File: src/rtl/sseg_scan.sv
// Four-digit multiplexed seven-segment driver with guard-banded digit slots.
// A loaded value waits in a pending buffer and is committed only at frame end.
module sseg_scan #(
  parameter int REFRESH_BITS = 18,
  parameter int GUARD        = 4
) (
  input  logic        clk,
  input  logic        rst,
  input  logic        load,
  input  logic [15:0] value,
  input  logic        err,
  input  logic [3:0]  dp_in,
  input  logic [3:0]  digit_en,
  output logic [6:0]  sseg,
  output logic [3:0]  an,
  output logic        dp,
  output logic        busy,
  output logic        done
);

  localparam int SLOT_W = REFRESH_BITS - 2;
  localparam logic [REFRESH_BITS-1:0] CNT_MAX = '1;

  logic [REFRESH_BITS-1:0] cnt_q, cnt_d;
  logic [15:0] pend_val_q, pend_val_d, disp_val_q, disp_val_d;
  logic        pend_err_q, pend_err_d, disp_err_q, disp_err_d;
  logic [3:0]  pend_dp_q, pend_dp_d, disp_dp_q, disp_dp_d;
  logic        busy_q, busy_d, done_q, done_d;
  logic [6:0]  sseg_q, sseg_d;
  logic [3:0]  an_q, an_d;
  logic        dp_q, dp_d;
  logic [1:0]  sel_s;
  logic        wrap_s, guard_s, blank_s;

  function automatic logic [6:0] hex7(input logic [3:0] nib);
    case (nib)
      4'h0:    hex7 = 7'b1000000;
      4'h1:    hex7 = 7'b1111001;
      4'h2:    hex7 = 7'b0100100;
      4'h3:    hex7 = 7'b0110000;
      4'h4:    hex7 = 7'b0011001;
      4'h5:    hex7 = 7'b0010010;
      4'h6:    hex7 = 7'b0000010;
      4'h7:    hex7 = 7'b1111000;
      4'h8:    hex7 = 7'b0000000;
      4'h9:    hex7 = 7'b0010000;
      4'hA:    hex7 = 7'b0001000;
      4'hB:    hex7 = 7'b0000011;
      4'hC:    hex7 = 7'b1000110;
      4'hD:    hex7 = 7'b0100001;
      4'hE:    hex7 = 7'b0000110;
      4'hF:    hex7 = 7'b0001110;
      default: hex7 = 7'b1111111;
    endcase
  endfunction

  assign wrap_s  = (cnt_q == CNT_MAX);
  assign sel_s   = cnt_q[REFRESH_BITS-1 -: 2];
  assign guard_s = (cnt_q[SLOT_W-1:0] < SLOT_W'(GUARD));
  // Error mode shows only "Er" on the two right-hand digits.
  assign blank_s = guard_s | ~digit_en[sel_s] | (disp_err_q & sel_s[1]);

  // Pending buffer, frame-end commit and refresh counter next state.
  always_comb begin
    cnt_d      = cnt_q + REFRESH_BITS'(1);
    pend_val_d = pend_val_q;
    pend_err_d = pend_err_q;
    pend_dp_d  = pend_dp_q;
    disp_val_d = disp_val_q;
    disp_err_d = disp_err_q;
    disp_dp_d  = disp_dp_q;
    busy_d     = busy_q;
    done_d     = 1'b0;
    if (wrap_s) begin
      if (load) begin
        disp_val_d = value;
        disp_err_d = err;
        disp_dp_d  = dp_in;
        busy_d     = 1'b0;
        done_d     = 1'b1;
      end else if (busy_q) begin
        disp_val_d = pend_val_q;
        disp_err_d = pend_err_q;
        disp_dp_d  = pend_dp_q;
        busy_d     = 1'b0;
        done_d     = 1'b1;
      end else begin
        done_d     = 1'b0;
      end
    end else if (load) begin
      pend_val_d = value;
      pend_err_d = err;
      pend_dp_d  = dp_in;
      busy_d     = 1'b1;
    end else begin
      busy_d     = busy_q;
    end
  end

  // Decode of the current slot into the next output register values.
  always_comb begin
    an_d   = 4'b1111;
    sseg_d = 7'b1111111;
    dp_d   = 1'b1;
    if (!blank_s) begin
      an_d = ~(4'b0001 << sel_s);
      if (disp_err_q) begin
        sseg_d = sel_s[0] ? 7'b0000110 : 7'b0101111;
      end else begin
        sseg_d = hex7(disp_val_q[{sel_s, 2'b00} +: 4]);
      end
      dp_d = ~disp_dp_q[sel_s];
    end else begin
      an_d = 4'b1111;
    end
  end

  // State and output registers.
  always_ff @(posedge clk or negedge rst) begin
    if (!rst) begin
      cnt_q      <= '0;
      pend_val_q <= 16'h0000;
      pend_err_q <= 1'b0;
      pend_dp_q  <= 4'b0000;
      disp_val_q <= 16'h0000;
      disp_err_q <= 1'b0;
      disp_dp_q  <= 4'b0000;
      busy_q     <= 1'b0;
      done_q     <= 1'b0;
      sseg_q     <= 7'b1111111;
      an_q       <= 4'b1111;
      dp_q       <= 1'b1;
    end else begin
      cnt_q      <= cnt_d;
      pend_val_q <= pend_val_d;
      pend_err_q <= pend_err_d;
      pend_dp_q  <= pend_dp_d;
      disp_val_q <= disp_val_d;
      disp_err_q <= disp_err_d;
      disp_dp_q  <= disp_dp_d;
      busy_q     <= busy_d;
      done_q     <= done_d;
      sseg_q     <= sseg_d;
      an_q       <= an_d;
      dp_q       <= dp_d;
    end
  end

  assign sseg = sseg_q;
  assign an   = an_q;
  assign dp   = dp_q;
  assign busy = busy_q;
  assign done = done_q;

endmodule

File: config.mk
export PLATFORM = sky130hd
export DESIGN_NAME = sseg_scan
export DESIGN_NICKNAME = d
export VERILOG_FILES = /design/src/rtl/sseg_scan.sv
export SDC_FILE = /design/constraint.sdc
export NUM_CORES = 1
export LEC_CHECK = 0
export ABC_AREA = 0
export BUFFER_PORTS_ARGS = -buffer_cell sky130_fd_sc_hd__buf_2
export CORE_ASPECT_RATIO = 1.25
export CORE_MARGIN = 4
export CORE_UTILIZATION = 45
export CTS_BUF_LIST = sky130_fd_sc_hd__clkbuf_8
export DETAILED_ROUTE_END_ITERATION = 7
export GPL_TIMING_DRIVEN = 0
export PLACE_DENSITY_LB_ADDON = 0.05
export SLEW_MARGIN = 10
export SYNTH_ARGS = -nofsm -noshare
export SYNTH_HDL_FRONTEND = slang
export SYNTH_SLANG_ARGS = --single-unit
File: constraint.sdc
create_clock -name clk -period 2.75 [get_ports clk]
set_clock_uncertainty 0.15 [all_clocks]
set_input_delay 0.825 -clock clk [delete_from_list [all_inputs] [get_ports clk]]
set_output_delay 0.825 -clock clk [all_outputs]
set_load 0.05 [all_outputs]
* Yosys cells after proc, flatten, opt, wreduce, memory -nomap -nowiden
Memory sizes are Yosys's and may differ from the RTL's. Index checks and enable logic that the tools add are counted.
Storage, ports and cells: logic and storage cells 50, register bits after elaboration 74, bits in read-only memories 112, memories 1, bits of input ports 28, output and inout bits 14, bits in latches 0, bits in writable memories 0
Cells by class: eq/ne operators 1, muxes and demuxes 20, add/sub/neg operators 1, shift-type cells 2, reduce and logical (&&, ||, !) cells 4, multipliers 0, divide/modulo/power cells 0, $lt $le $gt $ge 2, bitwise gates (word level) 7
Memories:
- (no name shown) | depth 16, bits a word 7, rd ports 1, clocked after Yosys merged registers in 0, wr ports 0, line 36 | case (nib)
Operators by type and width (count):
- 16-bit two-way mux | 2
- 18-bit by 1-bit adder with 18-bit output (second input constant) | 1
- 18-bit == test (second input constant) | 1
- 16-bit by 3-bit less-than comparator with 1-bit output (second input constant) | 1
- 16-bit by 5-bit indexed part select with 4-bit output | 1
- 7-bit two-way mux | 2
- 4-bit two-way mux | 3
- 1-bit two-way mux | 10
- 6-bit two-way mux | 1
- 1-bit binary-select mux with 2-bit select | 2
- 4-bit NOT | 1
- 2-bit AND reduction | 2
- 2-bit nonzero test | 2
- 1-bit by 2-bit << shifter with 4-bit output (first input constant) | 1
- 2-bit by 3-bit less-than comparator with 1-bit output (second input constant) | 1
- 1-bit NOT | 3
- 1-bit bitwise OR | 2
- 1-bit AND | 1

* Logic depth before layout (Yosys ltp)
Gate-level depths: netlist (run 1).
depth after elaboration 6, depth in mapped cells 8, depth with buffers taken out 7

* Worst setup path after synthesis (run 1)
OpenSTA, ideal clock, no wires.
path kind register to register, from register cnt_q[0], to register pend_val_q[10], arrival 1.991 ns, stages on the path, launching flop included 8, setup time 0.125 ns, setup slack 0.485 ns, buffers on the path 2, period minus slack after synthesis 2.265 ns, required time 2.475 ns, path through dfrtp_1 ha_1 nand3_1 or4_4 buf_6 o21ai_1 buf_4 mux2_2
Between the ends: cells in the longest elaborated chain, start to end 3
RTL lines:
- from (decl) | line 24 | logic [REFRESH_BITS-1:0] cnt_q, cnt_d;
- from (signal assigned) | line 134 | cnt_q <= cnt_d;
- 18-bit == test | line 57 | assign wrap_s = (cnt_q == CNT_MAX);
- 1-bit NOT (no line)
- 2-bit AND reduction (no line)
- to (signal assigned) | line 135 | pend_val_q <= pend_val_d;
- to (decl) | line 25 | logic [15:0] pend_val_q, pend_val_d, disp_val_q, disp_val_d;
No other way between the ends. A chain may end at the register's enable or synchronous reset.

* Final worst setup path (run 1)
from register cnt_q[0], to register pend_val_q[13]
The elaborated chain is that of the path after synthesis.

==> results of run 1 <==
cells by family after synthesis:
group,after synthesis,synth area share (%)
and+or+nand+nor,85,13.5
DFF,74,50.7
AOI/OAI and AO/OA,56,14.0
buffers and inverters,33,4.28
muxes,33,11.4
xor gates and xnor gates,17,4.04
adders and majority gates,6,2.04
sequential cells by signal (all words and copies together) (netlist names):
name        cells
pend_dp_q       4
done            1
sseg            7
pend_err_q      1
disp_val_q     16
an              4
pend_val_q     16
disp_dp_q       4
busy            1
cnt_q          18
disp_err_q      1
dp              1
worst max path at each step:
stage | cells past startpoint | slack (ns) | start | endpoint
floorplan | 7 | 0.48 | cnt_q[0] | pend_val_q[10]
global placement | 6 | 0.05 | load | disp_val_q[14]
detailed placement | 6 | 0.06 | load | disp_val_q[5]
CTS | 7 | 0.21 | cnt_q[0] | pend_val_q[13]
global route | 6 | 0.05 | cnt_q[16] | pend_val_q[13]
finish | 7 | 0.21 | cnt_q[0] | pend_val_q[13]
report_power, final:
| part | internal (W) | leakage [nW] | switching (W) |
|---|---|---|---|
| sequential | 0.00113 | 0.925 | 0.0000169 |
| clock | 0.000403 | 0.108 | 0.000393 |
| combinational | 0.0000559 | 0.919 | 0.0000829 |
| total | 0.00159 | 1.95 | 0.000493 |
layer usage:
layer | share of wire (%) | GRT usage [%]
met2 | 48 | 30.0
met1 | 44 | 25.5
met3 | 5.1 | 3.78
met5 | 0 | 0
met4 | 2.4 | 10.7
per-stage QoR:
| step | setup slack (ns) | std cells | hold slack, ns | utilization (%) |
|---|---|---|---|---|
| CTS | 0.212 | 457 | 0.291 | 53.4 |
| global placement | 0.0500 | 440 | 0.311 | 50.9 |
| detailed placement | 0.0602 | 441 | 0.327 | 51.1 |
| floorplan | 0.485 | 304 | 0.293 | - |
| global route | 0.0533 | 457 | 0.314 | 53.4 |
| finish | 0.208 | 457 | 0.278 | 53.4 |
placed cells by master (no fill, tap or decap), types with 6 or more instances in the layout:
master / count
dfrtp_1: 62
buf_2: 43
mux2_2: 21
a221o_1: 21
a41o_1: 18
nand2_1: 17
nor3b_1: 15
clkbuf_1: 14
inv_1: 13
xnor2_1: 13
dfstp_2: 12
nor2_1: 11
clkbuf_8: 9
nand3_1: 6
mux2i_1: 6
or3_1: 6
ha_1: 6
cell type report:
class,count,area [um^2],area share (%)
buffer,24,124,2.94
timing repair buffer,42,228,5.41
clock inverter,7,55.1,1.31
inverter,9,33.8,0.802
tap,95,119,2.82
multi-input combinational,197,1660,39.4
sequential,74,1870,44.3
clock buffer,9,124,2.94
==> reports/metrics.yaml, run 1 <==
synth-edff-count: 0
port_buffers: 41
area_growth_pct: 14.3
ys_types: 47
worst-path-buf-inv: 2
setup_viol_count_final: 0
synthTopCellsByArea: "dfrtp_1 (42%), dfstp_2 (8.6%), mux2_2 (6.4%), a221o_1 (5.7%), a41o_1 (4.9%)"
hold_class: "input port to asynchronous set/reset pin"
netlist_instances: 304
postLayoutCellArea_mm2: 0.00421
root_buffer: "clkbuf_8"
cap_violations: 0
period_minus_slack_ns: 2.54
grt.total_usage_pct: 19.5
wl_per_cell_um: 18.9
postCtsHoldBufs: 0
p_per_area_mw_per_mm2: 494
dr.pass1.iters: 5
worst_path_largest_cell_delay_ns: 0.47
gp_congestion: 0.852
die_area_mm2: 0.00971
fp-row-count: 36
n_antenna_cell: 0
slew_viol_final: 0
r2r_end: "pend_val_q[13]"
postCtsSetupBuffers: 0
core_area_mm2: 0.00788
yosys_warnings: 0
grt_setup_unrepaired: "false"
period_share_pct: 92.4
via_per_inst: 5.88
drc_errors: 0
antenna_found_initial: 0
dieWidth_um: 88.9
cp_top_family: "simple AND/OR/NAND/NOR gates"
ys.flop_type: "dfrtp_1"
ir_worst_vdd_mv: 0.290
grt_pass1_wl_um: 14300
wirelength_um: 8620
clock_latency_ns: 0.35
cts.clk_slew.worst_paths_ns: 0.08
syn_avg_cell_area_um2: 12.1
crit_chain: "ha_1, nand3_1, or4_4, buf_6, o21ai_1, buf_4, mux2_2"
vias: 2688
relSlewSlack_pct: 61.6
cts_buffers: 9
yosysTopAreaCell: "dfrtp_1"
cp-end-kind: "register"
netlist_area_mm2: 0.00368
syn-num-nets: 338
synth_common_cells: "dfrtp_1 (62), a221o_1 (21), mux2_2 (21), a41o_1 (18), nand2_1 (17)"
cts_resized: 0
synth_top_area_share_pct: 42.1
ff2ff_path_depth: 7
grt_max_degree: 40
start_kind: "register"
crit_slowest_cell: "or4_4"
worst_pin_slew_ns: 0.576
clockBufferDepth: 2
status: "completed"
nFillCells: 697
initial_core_util_pct: 46.7
yosys_register_bits: 74
power_w: 0.00208
nNetsFinal: 391
finalHoldViolCount: 0
cts_tree: "built"
fin_tns_setup_ns: 0
io_pins: 42
cp.arrival_ns: 2.62
p_leak_nw: 1.95
criticalPathCategory: "register to register"
grt_pass1_vias: 2802
dp_hpwl_um: 6030
synth-async-reset-ratio_pct: 100
fmax_mhz: 393
first_iter_violations: 80
ys_seq_area_share_pct: 50.7
reg2reg_slack_ns: 0.21
overflow: 0
yosysMostFrequentCell: "dfrtp_1"
htreeDepth: 3
drive_gt1_share_pct: 29.8
path_max_fanout: 10
placed_cell_area_mm2: 0.00403
antenna_left: 0
reg2reg_from: "cnt_q[0]"
clock-sinks: 74
crit_required_ns: 2.83
fp.dieH_um: 109
Note: power is estimated with default switching activity, not from simulation.
==> run 2: changes to the inputs <==
Settings changed: BUFFER_PORTS_ARGS -buffer_cell sky130_fd_sc_hd__buf_2 to -buffer_cell sky130_fd_sc_hd__clkbuf_2, SKIP_LAST_GASP set to 1.
==> reports/metrics.yaml, run 2 (same netlist as run 1, synthesis figures left out) <==
p_leak_nw: 1.98  # +1.3%
drc_errors: 0  # unchanged
gp_congestion: 0.863  # +1.3%
wl_per_cell_um: 18.9  # +0.46%
antenna_found_initial: 0  # unchanged
whs_ns: 0.322  # +0.0438 ns
vias: 2669  # -0.71%
slew_viol_final: 0  # unchanged
p_per_area_mw_per_mm2: 516  # +4.5%
core_area_mm2: 0.00788  # unchanged
dr.pass1.iters: 4  # -1
die_area_mm2: 0.00971  # unchanged
fmax_mhz: 398  # +1.1%
clock-sinks: 74  # unchanged
crit_slowest_cell: "or4_4"
grt_pass1_vias: 2752  # -1.8%
cp.arrival_ns: 2.59  # -0.03 ns
cap_violations: 0  # unchanged
cts_tree: "built"
n_antenna_cell: 0  # unchanged
grt_pass1_wl_um: 14300  # about the same
clock_latency_ns: 0.35  # about the same
port_buffers: 41  # unchanged
dieWidth_um: 88.9  # unchanged
grt_max_degree: 39  # -2.5%
top_regs: "cnt_q x18, disp_val_q x16, pend_val_q x16"
drive_gt1_share_pct: 30.4  # +0.55 points
overflow: 0  # unchanged
first_iter_violations: 105  # +31%
dp_hpwl_um: 6080  # +0.85%
cts_resized: 0  # unchanged
final_cell_mix: "dfrtp_1 (62), clkbuf_2 (40), mux2_2 (21), a221o_1 (21), a41o_1 (18)"
fin_tns_setup_ns: 0  # unchanged
cp-end-kind: "register"
worst_pin_slew_ns: 0.611  # +0.0347 ns
final_common_cell: "dfrtp_1"
relSlewSlack_pct: 59.3  # -2.3 points
nNetsFinal: 391  # unchanged
hold_class: "register to register"
root_buffer: "clkbuf_8"
crit_chain: "ha_1, nand3_1, or4_4, buf_6, o21ai_1, buf_4, mux2_2"
fp-row-count: 36  # unchanged
fp.dieH_um: 109  # unchanged
via_per_inst: 5.84  # -0.71%
regMostFlops: "cnt_q"
criticalPathCategory: "register to register"
ir_worst_vdd_mv: 0.295  # +1.5%
antenna_left: 0  # unchanged
initial_core_util_pct: 46.7  # unchanged
period_share_pct: 91.5  # -0.97 points
status: "completed"
nFillCells: 679  # -2.6%
finalHoldViolCount: 0  # unchanged
grt.total_usage_pct: 19.8  # +0.32 points
grt_setup_unrepaired: "false"
htreeDepth: 3  # unchanged
area_growth_pct: 15.3
cts_buffers: 9  # unchanged
path_max_fanout: 10  # unchanged
cts.clk_slew.worst_paths_ns: 0.07  # about the same
wirelength_um: 8660  # +0.46%
setup_viol_count_final: 0  # unchanged
largest_reg_flops: 18  # unchanged
start_kind: "register"
postCtsSetupBuffers: 0  # unchanged
worst_path_largest_cell_delay_ns: 0.47  # about the same
crit_required_ns: 2.83  # about the same
period_minus_slack_ns: 2.52  # -0.0267 ns
postCtsHoldBufs: 0  # unchanged
io_pins: 42  # unchanged
clockBufferDepth: 2  # unchanged
min_delay_path_depth: 1
ff2ff_path_depth: 7  # unchanged
-- run 2: stage by stage --
stage | total power, W | setup WS, ns | cells | instance area (um^2) | utilization, %
5_1_grt | 0.00229 | 0.0780 | 457 | 4250 | 53.9
4_1_cts | 0.00222 | 0.227 | 457 | 4250 | 53.9
6_report | 0.00219 | 0.234 | 457 | 4250 | 53.9
3_5_place_dp | 0.00131 | 0.0870 | 441 | 4030 | 51.1
2_1_floorplan | 0.00124 | 0.485 | 304 | 3680 | -
3_3_place_gp | 0.00130 | 0.0131 | 440 | 4010 | 50.9
-- run 2: report_power, final --
| group | leakage (nW) | switching (W) | internal (W) |
|---|---|---|---|
| Sequential | 0.925 | 0.0000178 | 0.00113 |
| Combinational | 0.933 | 0.0000817 | 0.0000557 |
| Clock | 0.118 | 0.000397 | 0.000513 |
-- run 2: path summary, 6_finish.rpt --
check | from | end | slack [ns]
min in group asynchronous | rst | cnt_q[9] | 0.33
min | cnt_q[0] | cnt_q[0] | 0.32
max reg2reg | cnt_q[0] | pend_val_q[1] | 0.23
min reg2reg | cnt_q[0] | cnt_q[0] | 0.32
max | cnt_q[0] | pend_val_q[1] | 0.23
max in group asynchronous | rst | pend_val_q[8] | 1.55
-- run 2: critical path, delay by kind of cell, from the launching register on --
kind | cells | cell delay, ns
and+or+nand+nor | 2 | 0.68
adders and majority gates | 1 | 0.20
DFF | 1 | 0.39
muxes | 1 | 0.35
AOI/OAI and AO/OA | 1 | 0.23
buffers and inverters | 2 | 0.40
-- run 2: metal layers --
layer,wire (um),track usage (%),vias to the layer above
met4,102,9.36,0
met5,0,0,-
met3,380,3.70,7
met2,4280,30.6,62
li1,-,-,1263
met1,3900,26.6,1337
-- run 2: area by class of cell --
| class | count | area, um^2 | share of cell area (%) |
|---|---|---|---|
| buffer | 24 | 124 | 2.92 |
| clock buffer | 13 | 179 | 4.21 |
| clock inverter | 3 | 37.5 | 0.884 |
| inverter | 9 | 33.8 | 0.795 |
| multi-input combinational | 197 | 1660 | 39.1 |
| sequential | 74 | 1870 | 43.9 |
| tap | 95 | 119 | 2.80 |
| timing repair buffer | 42 | 228 | 5.36 |
